==> src/rtl/fifo_wptr_full.sv <==
// Async FIFO write side: binary/Gray write pointer, read-pointer synchroniser, full and overflow flags.
// Optional build macro FIFO_WLEVEL_EN adds the registered w_level / almost_full outputs.
module fifo_wptr_full #(
    parameter int ADDR_WIDTH  = 3,
    parameter int SYNC_STAGES = 2,
    parameter int AF_THRESH   = 6
) (
    input  logic                  w_clk,
    input  logic                  wrst,
    input  logic                  w_en,
    input  logic [ADDR_WIDTH:0]   rptr_gray,
    output logic [ADDR_WIDTH:0]   wptr,
    output logic [ADDR_WIDTH-1:0] waddr,
    output logic [ADDR_WIDTH:0]   wptr_gray,
    output logic                  w_inc,
    output logic                  fifo_full,
    output logic                  w_overflow
`ifdef FIFO_WLEVEL_EN
    ,
    output logic [ADDR_WIDTH:0]   w_level,
    output logic                  almost_full
`endif
);

    localparam int PW = ADDR_WIDTH + 1;

    if (SYNC_STAGES < 2 || AF_THRESH < 1 || AF_THRESH > (1 << ADDR_WIDTH)) begin : g_bad_param
        $error("fifo_wptr_full: illegal SYNC_STAGES or AF_THRESH");
    end

    logic [SYNC_STAGES-1:0][PW-1:0] rq_pipe;
    logic [PW-1:0]                  rq_sync;
    logic [PW-1:0]                  wbin_nxt;
    logic [PW-1:0]                  wgray_nxt;
    logic [PW-1:0]                  full_tgt;

    // Plain flop chain: the Gray code guarantees at most one bit in flight.
    always_ff @(posedge w_clk) begin
        if (!wrst) rq_pipe <= '0;
        else       rq_pipe <= {rq_pipe[SYNC_STAGES-2:0], rptr_gray};
    end

    assign rq_sync   = rq_pipe[SYNC_STAGES-1];
    assign w_inc     = w_en & ~fifo_full;
    assign waddr     = wptr[ADDR_WIDTH-1:0];
    assign wbin_nxt  = wptr + {{ADDR_WIDTH{1'b0}}, w_inc};
    assign wgray_nxt = wbin_nxt ^ (wbin_nxt >> 1);
    // Full when write is one lap ahead: top two Gray bits inverted, rest equal.
    assign full_tgt  = {~rq_sync[ADDR_WIDTH:ADDR_WIDTH-1], rq_sync[ADDR_WIDTH-2:0]};

    always_ff @(posedge w_clk) begin
        if (!wrst) begin
            wptr       <= '0;
            wptr_gray  <= '0;
            fifo_full  <= 1'b0;
            w_overflow <= 1'b0;
        end else begin
            wptr      <= wbin_nxt;
            wptr_gray <= wgray_nxt;
            fifo_full <= (wgray_nxt == full_tgt);
            if (w_en && fifo_full) w_overflow <= 1'b1;
        end
    end

`ifdef FIFO_WLEVEL_EN
    logic [PW-1:0] rbin;
    logic [PW-1:0] wlvl_nxt;

    always_comb begin
        rbin = '0;
        for (int i = 0; i < PW; i++) rbin[i] = ^(rq_sync >> i);
    end

    assign wlvl_nxt = wbin_nxt - rbin;

    always_ff @(posedge w_clk) begin
        if (!wrst) begin
            w_level     <= '0;
            almost_full <= 1'b0;
        end else begin
            w_level     <= wlvl_nxt;
            almost_full <= (wlvl_nxt >= PW'(AF_THRESH));
        end
    end
`endif

endmodule

==> config.mk <==
export PLATFORM = sky130hd
export DESIGN_NAME = fifo_wptr_full
export DESIGN_NICKNAME = d
export VERILOG_FILES = /design/src/rtl/fifo_wptr_full.sv
export SDC_FILE = /design/constraint.sdc
export NUM_CORES = 1
export LEC_CHECK = 0
export ABC_AREA = 1
export ABC_CLOCK_PERIOD_IN_PS = 1450
export BUFFER_PORTS_ARGS = -buffer_cell sky130_fd_sc_hd__buf_4
export CAP_MARGIN = 15
export CORE_MARGIN = 2
export CORE_UTILIZATION = 32
export DETAILED_ROUTE_END_ITERATION = 16
export GPL_TIMING_DRIVEN = 1
export PLACE_DENSITY_LB_ADDON = 0.05
export SLEW_MARGIN = 15
export SYNTH_ARGS = -nofsm -noshare
export SYNTH_HDL_FRONTEND = slang
export SYNTH_SLANG_ARGS = --single-unit
==> constraint.sdc <==
create_clock -name w_clk -period 1.45 [get_ports w_clk]
set_input_delay 0.29 -clock w_clk [delete_from_list [all_inputs] [get_ports w_clk]]
set_output_delay 0.29 -clock w_clk [all_outputs]
set_load 0.02 [all_outputs]
==> metrics.cfg, run 1 <==
[run_status]
run_status = complete, but fails checks
failed_checks = negative setup slack

[sta]
timing_max_transition_violations_final = 0
final_worst_setup_slack_ps = -1.73
final.min_clock_period_ps = 1450
setup-violations-final = 1
rsz0062_at_grt = true
fmax_mhz = 689
max_slew_margin_pct = 84.8
fin_tns_setup_ps = -1.73
finalClockSkew_ps = 1.68
timing_worst_slew_pin_value_ps = 227
finalHoldViolCount = 0
final.period_utilization_pct = 100

[global_route]
grt_start_max_net_pins = 13
number_of_global_route_vias_before_repair = 502
grt.overflow.total = 0
grt_first_pass_wirelength_um = 2130
grt_antenna_before_repair = 0
gr-usage-all-layers_pct = 11.1

[clock_network]
htree_levels = 1
cts.reportedPaths.clkPinSlew_ps = 90
max_clock_buf_depth = 2
cell_chosen_for_the_clock_root = sky130_fd_sc_hd__clkbuf_4
numCtsBuffers = 3
cts_hold_repair.buffers = 0
numClockSinks = 17
clock_latency_ps = 280
tritoncts = done

[die]
fp.dieArea_um2 = 2640
number_of_rows_created_at_floorplan = 17
dieHeight_um = 51.3
fp.dieW_um = 51.3
placeable_core_region_um2 = 2170
boundaryPins = 21
effective_utilization_at_floorplan_pct = 33.0

[layout]
most_used_cells_in_the_layout_excluding_fill_and_tap_cells = sky130_fd_sc_hd__buf_4 (25), sky130_fd_sc_hd__inv_1 (19), sky130_fd_sc_hd__nand2_1 (19)
n_fill_cell = 228
finalNetCount = 129
final_design_area_no_fill_um2 = 993
mostFrequentLayoutCell = sky130_fd_sc_hd__buf_4
antennaDiodeCount = 0
proportion_of_layout_cells_with_a_drive_suffix_above_1_pct = 38.7
area_growth_syn_to_layout_pct = 38.6

[synth]
net_count_after_synthesis = 104
postSynthCellCount = 95
synth_compound_gate_area_share_pct = 2.79
syn_avg_cell_area_um2 = 7.55
postSynthRegisterBits = 17
synth_adder_area_share_pct = 3.49
xor_xnor_cell_area_share_of_the_yosys_netlist_pct = 0
synth_mux_area_share_pct = 0
yosysUniqueCellTypes = 15
yosysWarnings = 0
post_synth_and_or_nand_nor_area_fraction_pct = 30.5
synth_area_um2 = 717
synth_top_family_by_area = simple AND/OR/NAND/NOR gates
synth_sequential_area_ratio_pct = 47.5

[power]
power_density_nw_per_um2 = 973
leakage_uw = 0.000531
irDropWorstVdd_mv = 0.556

[setup_path]
reg2regPathDepth = 10
timing_worst_setup_path_type = reg2reg
worst_setup_path_end_kind = flip-flop
worstSetupEndpoint = fifo_full
timing.rr.start = fifo_full
r2r_slack_ps = -2
worstPathArrival_ps = 1670
crit_fanout = 6
launching_element_of_the_worst_setup_path = fifo_full
timing.critical_path.from_type = flip-flop
cp.required_ps = 1670
r2r-end = fifo_full

[route]
wl_met3_um = 57
topRoutingLayerUsed = met4
wirelength_um = 1290
avgViaCountPerCell = 4.14
number_of_drc_violations_after_detailed_routing_iteration_0 = 6
post_drt_wl_per_cell_um = 8.80
antenna_left = 0
met2WireLength_um = 596
wl_met1_um = 617
detail_route.drc_violations = 0
first_pass_iters = 4
via_count = 608

[worst_hold_path]
hold_crit_depth = 3
min_path_type = in2reg

[place]
dpl.hpwl_um = 974
place.port_buffers = 20
gp_congestion = 0.714
dpl-instance-area_um2 = 922

[job]
timing.max_cap.violations = 0

[synth_stat cells]
cell	count	area, um2
sky130_fd_sc_hd__nand3_2	1	10.0
sky130_fd_sc_hd__nor2_1	7	26.3
sky130_fd_sc_hd__nand4_1	1	6.26
sky130_fd_sc_hd__dfxtp_1	17	340
sky130_fd_sc_hd__clkbuf_1	1	3.75
sky130_fd_sc_hd__nand3b_1	1	7.51
sky130_fd_sc_hd__nand2_2	3	18.8
sky130_fd_sc_hd__a21oi_1	4	20.0
sky130_fd_sc_hd__buf_4	4	30.0
sky130_fd_sc_hd__inv_2	1	3.75
sky130_fd_sc_hd__nand3_1	9	45.0
sky130_fd_sc_hd__inv_1	20	75.1
sky130_fd_sc_hd__nand2_4	2	22.5
sky130_fd_sc_hd__nand2_1	22	82.6
sky130_fd_sc_hd__ha_1	2	25.0
[cell type report]
cell class | count | area, um2 | area share (%)
Sequential cell | 17 | 344 | 34.6
Multi-Input combinational cell | 52 | 319 | 32.1
Timing Repair Buffer | 25 | 188 | 18.9
Inverter | 21 | 81.3 | 8.19
Tap cell | 28 | 35.0 | 3.53
Clock buffer | 4 | 26.3 | 2.64
[worst min path at each step]
stage	startpoint	to	slack, ps
6_report	rptr_gray[1]	rq_pipe[1]	180
4_1_cts	rptr_gray[1]	rq_pipe[1]	170
5_1_grt	rptr_gray[3]	rq_pipe[3]	180
2_1_floorplan	rq_pipe[1]	rq_sync[1]	390
3_5_place_dp	rq_pipe[2]	rq_sync[2]	400
3_3_place_gp	rq_pipe[3]	rq_sync[3]	390
[per-stage QoR]
stage	hold WS (ps)	setup WS (ps)	total power, uW	cells	utilization (%)
6_report	180	-1.73	967	147	45.8
5_1_grt	176	-108	1030	147	45.8
4_1_cts	170	-11.7	975	147	45.1
3_5_place_dp	398	-144	714	140	42.5
3_3_place_gp	394	-122	711	140	42.5
2_1_floorplan	386	2.22	648	95	-
[critical path: stages (launching register included)]
cell and delay (ps):
sky130_fd_sc_hd__dfxtp_4 360, sky130_fd_sc_hd__nor2_4 110, sky130_fd_sc_hd__ha_4 160, sky130_fd_sc_hd__ha_4 220, sky130_fd_sc_hd__inv_4 70, sky130_fd_sc_hd__nand2_1 60, sky130_fd_sc_hd__nand3_2 60, sky130_fd_sc_hd__nand3_2 50
sky130_fd_sc_hd__nor2_1 100, sky130_fd_sc_hd__nand3_1 80, sky130_fd_sc_hd__nor2_1 100
[logic make-up after synthesis]
| kind of cell | Yosys count |
|---|---|
| and+or+nand+nor | 46 |
| buffers and inverters | 26 |
| DFF | 17 |
| AOI/OAI and AO/OA | 4 |
| adders and majority gates | 2 |
[sequential cells by signal (all words and copies together), names as in the netlist]
signal,count
rq_sync,4
wptr_gray,3
rq_pipe,4
w_overflow,1
fifo_full,1
wptr,4
[where the power goes]
group / leakage [uW] / internal [uW] / switching (uW) / total (uW)
Sequential: 0.000140 / 490 / 14.3 / 504
Combinational: 0.000376 / 101 / 114 / 215
Clock: 0.0000150 / 107 / 141 / 248
Total: 0.000531 / 697 / 269 / 967
[per-layer routing]
metal  GRT usage [%]  vias to the layer above
met5               0                        -
met4            7.89                        0
met3            2.63                        2
met2            17.5                       14
met1            13.0                      262
li1                -                      330
[what timing repair did]
| item | CTS | global route |
|---|---|---|
| pin swaps | 1 | 8 |
| endpoints found under the hold margin | 0 | 0 |
| setup endpoints to repair | 1 | 1 |
| gates resized for setup | 2 | 4 |
| buffers inserted | 3 | 0 |
Note: power is estimated with default switching activity, not from simulation.
==> inputs of run 2 (changes only) <==
Settings changed: SETUP_SLACK_MARGIN from default to 0.5.
==> run 2 against run 1 <==
  * The flow now finishes without violations
  * Setup slack improved by 38 ps
  * Clock skew increased by 1.8 ps
  * Total power increased by 4.2%
  * Design area increased by 18%
  * Highest routed layer unchanged
==> metrics.cfg, run 2 (synthesis gave the netlist of run 1 again) <==
[die]
boundaryPins = 21  ; unchanged
effective_utilization_at_floorplan_pct = 33.0  ; unchanged
fp.dieArea_um2 = 2640  ; unchanged
dieHeight_um = 51.3  ; unchanged
placeable_core_region_um2 = 2170  ; unchanged
number_of_rows_created_at_floorplan = 17  ; unchanged
fp.dieW_um = 51.3  ; unchanged

[power]
leakage_uw = 0.000606  ; +14%
irDropWorstVdd_mv = 0.573  ; +3.0%
power_density_nw_per_um2 = 860  ; -12%

[sta]
timing_worst_slew_pin_value_ps = 256  ; +29.0 ps
final.min_clock_period_ps = 1410  ; -38.3 ps
rsz0062_at_grt = true
setup-violations-final = 0  ; -1
max_slew_margin_pct = 82.9  ; -1.9 points
fin_tns_setup_ps = 0  ; +1.73 ps
finalHoldViolCount = 0  ; unchanged
timing_max_transition_violations_final = 0  ; unchanged
finalClockSkew_ps = 3.49  ; +1.81 ps
fmax_mhz = 708  ; +2.7%
final.period_utilization_pct = 97.5  ; -2.6 points

[clock_network]
numClockSinks = 17  ; unchanged
cell_chosen_for_the_clock_root = sky130_fd_sc_hd__clkbuf_4
numCtsBuffers = 3  ; unchanged
htree_levels = 1  ; unchanged
max_clock_buf_depth = 2  ; unchanged
cts_hold_repair.buffers = 0  ; unchanged
clock_latency_ps = 280  ; about the same
tritoncts = done
cts.reportedPaths.clkPinSlew_ps = 90  ; about the same

[route]
antenna_left = 0  ; unchanged
wirelength_um = 1320  ; +2.1%
post_drt_wl_per_cell_um = 8.57  ; -2.6%
avgViaCountPerCell = 4.14  ; about the same
via_count = 637  ; +4.8%
first_pass_iters = 4  ; unchanged
number_of_drc_violations_after_detailed_routing_iteration_0 = 2  ; -4
detail_route.drc_violations = 0  ; unchanged

[setup_path]
timing_worst_setup_path_type = reg2reg
worst_setup_path_end_kind = flip-flop
cp.required_ps = 1670  ; about the same
launching_element_of_the_worst_setup_path = fifo_full
timing.critical_path.from_type = flip-flop
worstPathArrival_ps = 1630  ; -40 ps
crit_fanout = 5  ; -1
timing.rr.start = fifo_full

[global_route]
gr-usage-all-layers_pct = 11.6  ; +0.50 points
grt_antenna_before_repair = 0  ; unchanged
grt_first_pass_wirelength_um = 2240  ; +5.5%
number_of_global_route_vias_before_repair = 558  ; +11%
grt_start_max_net_pins = 13  ; unchanged
grt.overflow.total = 0  ; unchanged

[layout]
final_util_pct = 54.0  ; +8.2 points
antennaDiodeCount = 0  ; unchanged
area_growth_syn_to_layout_pct = 63.4
most_used_cells_in_the_layout_excluding_fill_and_tap_cells = sky130_fd_sc_hd__buf_6 (20), sky130_fd_sc_hd__inv_1 (18), sky130_fd_sc_hd__nand2_1 (18)
proportion_of_layout_cells_with_a_drive_suffix_above_1_pct = 50.8  ; +12 points
finalNetCount = 136  ; +5.4%
mostFrequentLayoutCell = sky130_fd_sc_hd__buf_6

[worst_hold_path]
min-delay-start = rptr_gray[2]
min_path_type = in2reg

[job]
timing.max_cap.violations = 0  ; unchanged

[place]
dpl.hpwl_um = 916  ; -5.9%
gp_congestion = 0.660  ; -7.5%
place.port_buffers = 20  ; unchanged

[run_status]
run_status = completed

[run 2: changes by cell type in the layout (fill, tap and decap cells not counted), moves of 2 or more]
cell / previous run / this run
sky130_fd_sc_hd__a21oi_1: 4 / 2
sky130_fd_sc_hd__a21oi_2: 0 / 2
sky130_fd_sc_hd__buf_4: 25 / 12
sky130_fd_sc_hd__buf_6: 0 / 20
sky130_fd_sc_hd__dfxtp_1: 16 / 8
sky130_fd_sc_hd__dfxtp_2: 0 / 4
sky130_fd_sc_hd__dfxtp_4: 1 / 5
sky130_fd_sc_hd__nand2_2: 6 / 4
sky130_fd_sc_hd__nand2_4: 2 / 5
sky130_fd_sc_hd__nand3_2: 4 / 2
[run 2: area by class of cell]
class / count / area [um2]
Tap cell: 28 / 35.0
Clock buffer: 4 / 26.3
Fill cell: 215 / 998
Inverter: 21 / 83.8
Multi-Input combinational cell: 52 / 347
Sequential cell: 17 / 364
Timing Repair Buffer: 32 / 315
[run 2: stage by stage]
stage | cell area [um2] | instances | total power, uW | hold WS, ps | setup WS [ps]
finish | 1170 | 154 | 1010 | 183 | 36.6
global placement | 912 | 138 | 708 | 388 | -81.3
global route | 1170 | 154 | 1080 | 160 | -94.4
floorplan | 761 | 95 | 652 | 386 | 14.8
CTS | 1050 | 146 | 986 | 169 | 31.6
detailed placement | 912 | 138 | 710 | 399 | -121
[run 2: worst max-delay path, cell delays in order (launching register included)]
cell and delay (ps):
sky130_fd_sc_hd__dfxtp_4 360, sky130_fd_sc_hd__nor2_4 100, sky130_fd_sc_hd__ha_4 160, sky130_fd_sc_hd__ha_4 220
sky130_fd_sc_hd__buf_4 140, sky130_fd_sc_hd__nand3_1 70, sky130_fd_sc_hd__nand3_1 70, sky130_fd_sc_hd__nand2_1 70
sky130_fd_sc_hd__nand3_1 70, sky130_fd_sc_hd__nor2_1 80
[run 2: metal layers]
| metal | share of wire, % | track usage [%] | vias up |
|---|---|---|---|
| met5 | 0 | 0 | - |
| met4 | 1.4 | 7.89 | 0 |
| met3 | 3.6 | 1.75 | 2 |
| met2 | 51 | 19.7 | 15 |
| met1 | 44 | 13.2 | 278 |
| li1 | - | - | 342 |
[run 2: what timing repair did]
action	4_1_cts	5_1_grt
resized for setup	26	17
cloned	0	0
pin swaps	5	2
endpoints found under the setup margin	21	21
setup buffers	4	8
[run 2: power breakdown]
| group | switching, uW | total [uW] | internal (uW) |
|---|---|---|---|
| logic | 121 | 262 | 141 |
| registers | 16.8 | 505 | 488 |
| clock network | 134 | 240 | 107 |
| total | 272 | 1010 | 736 |
[run 2: path summary, 6_finish.rpt]
path	endpoint	slack, ps	cells past startpoint
min	rq_pipe[2]	180	3
min reg2reg	rq_sync[1]	410	2
max reg2reg	fifo_full	40	9
max	fifo_full	40	9
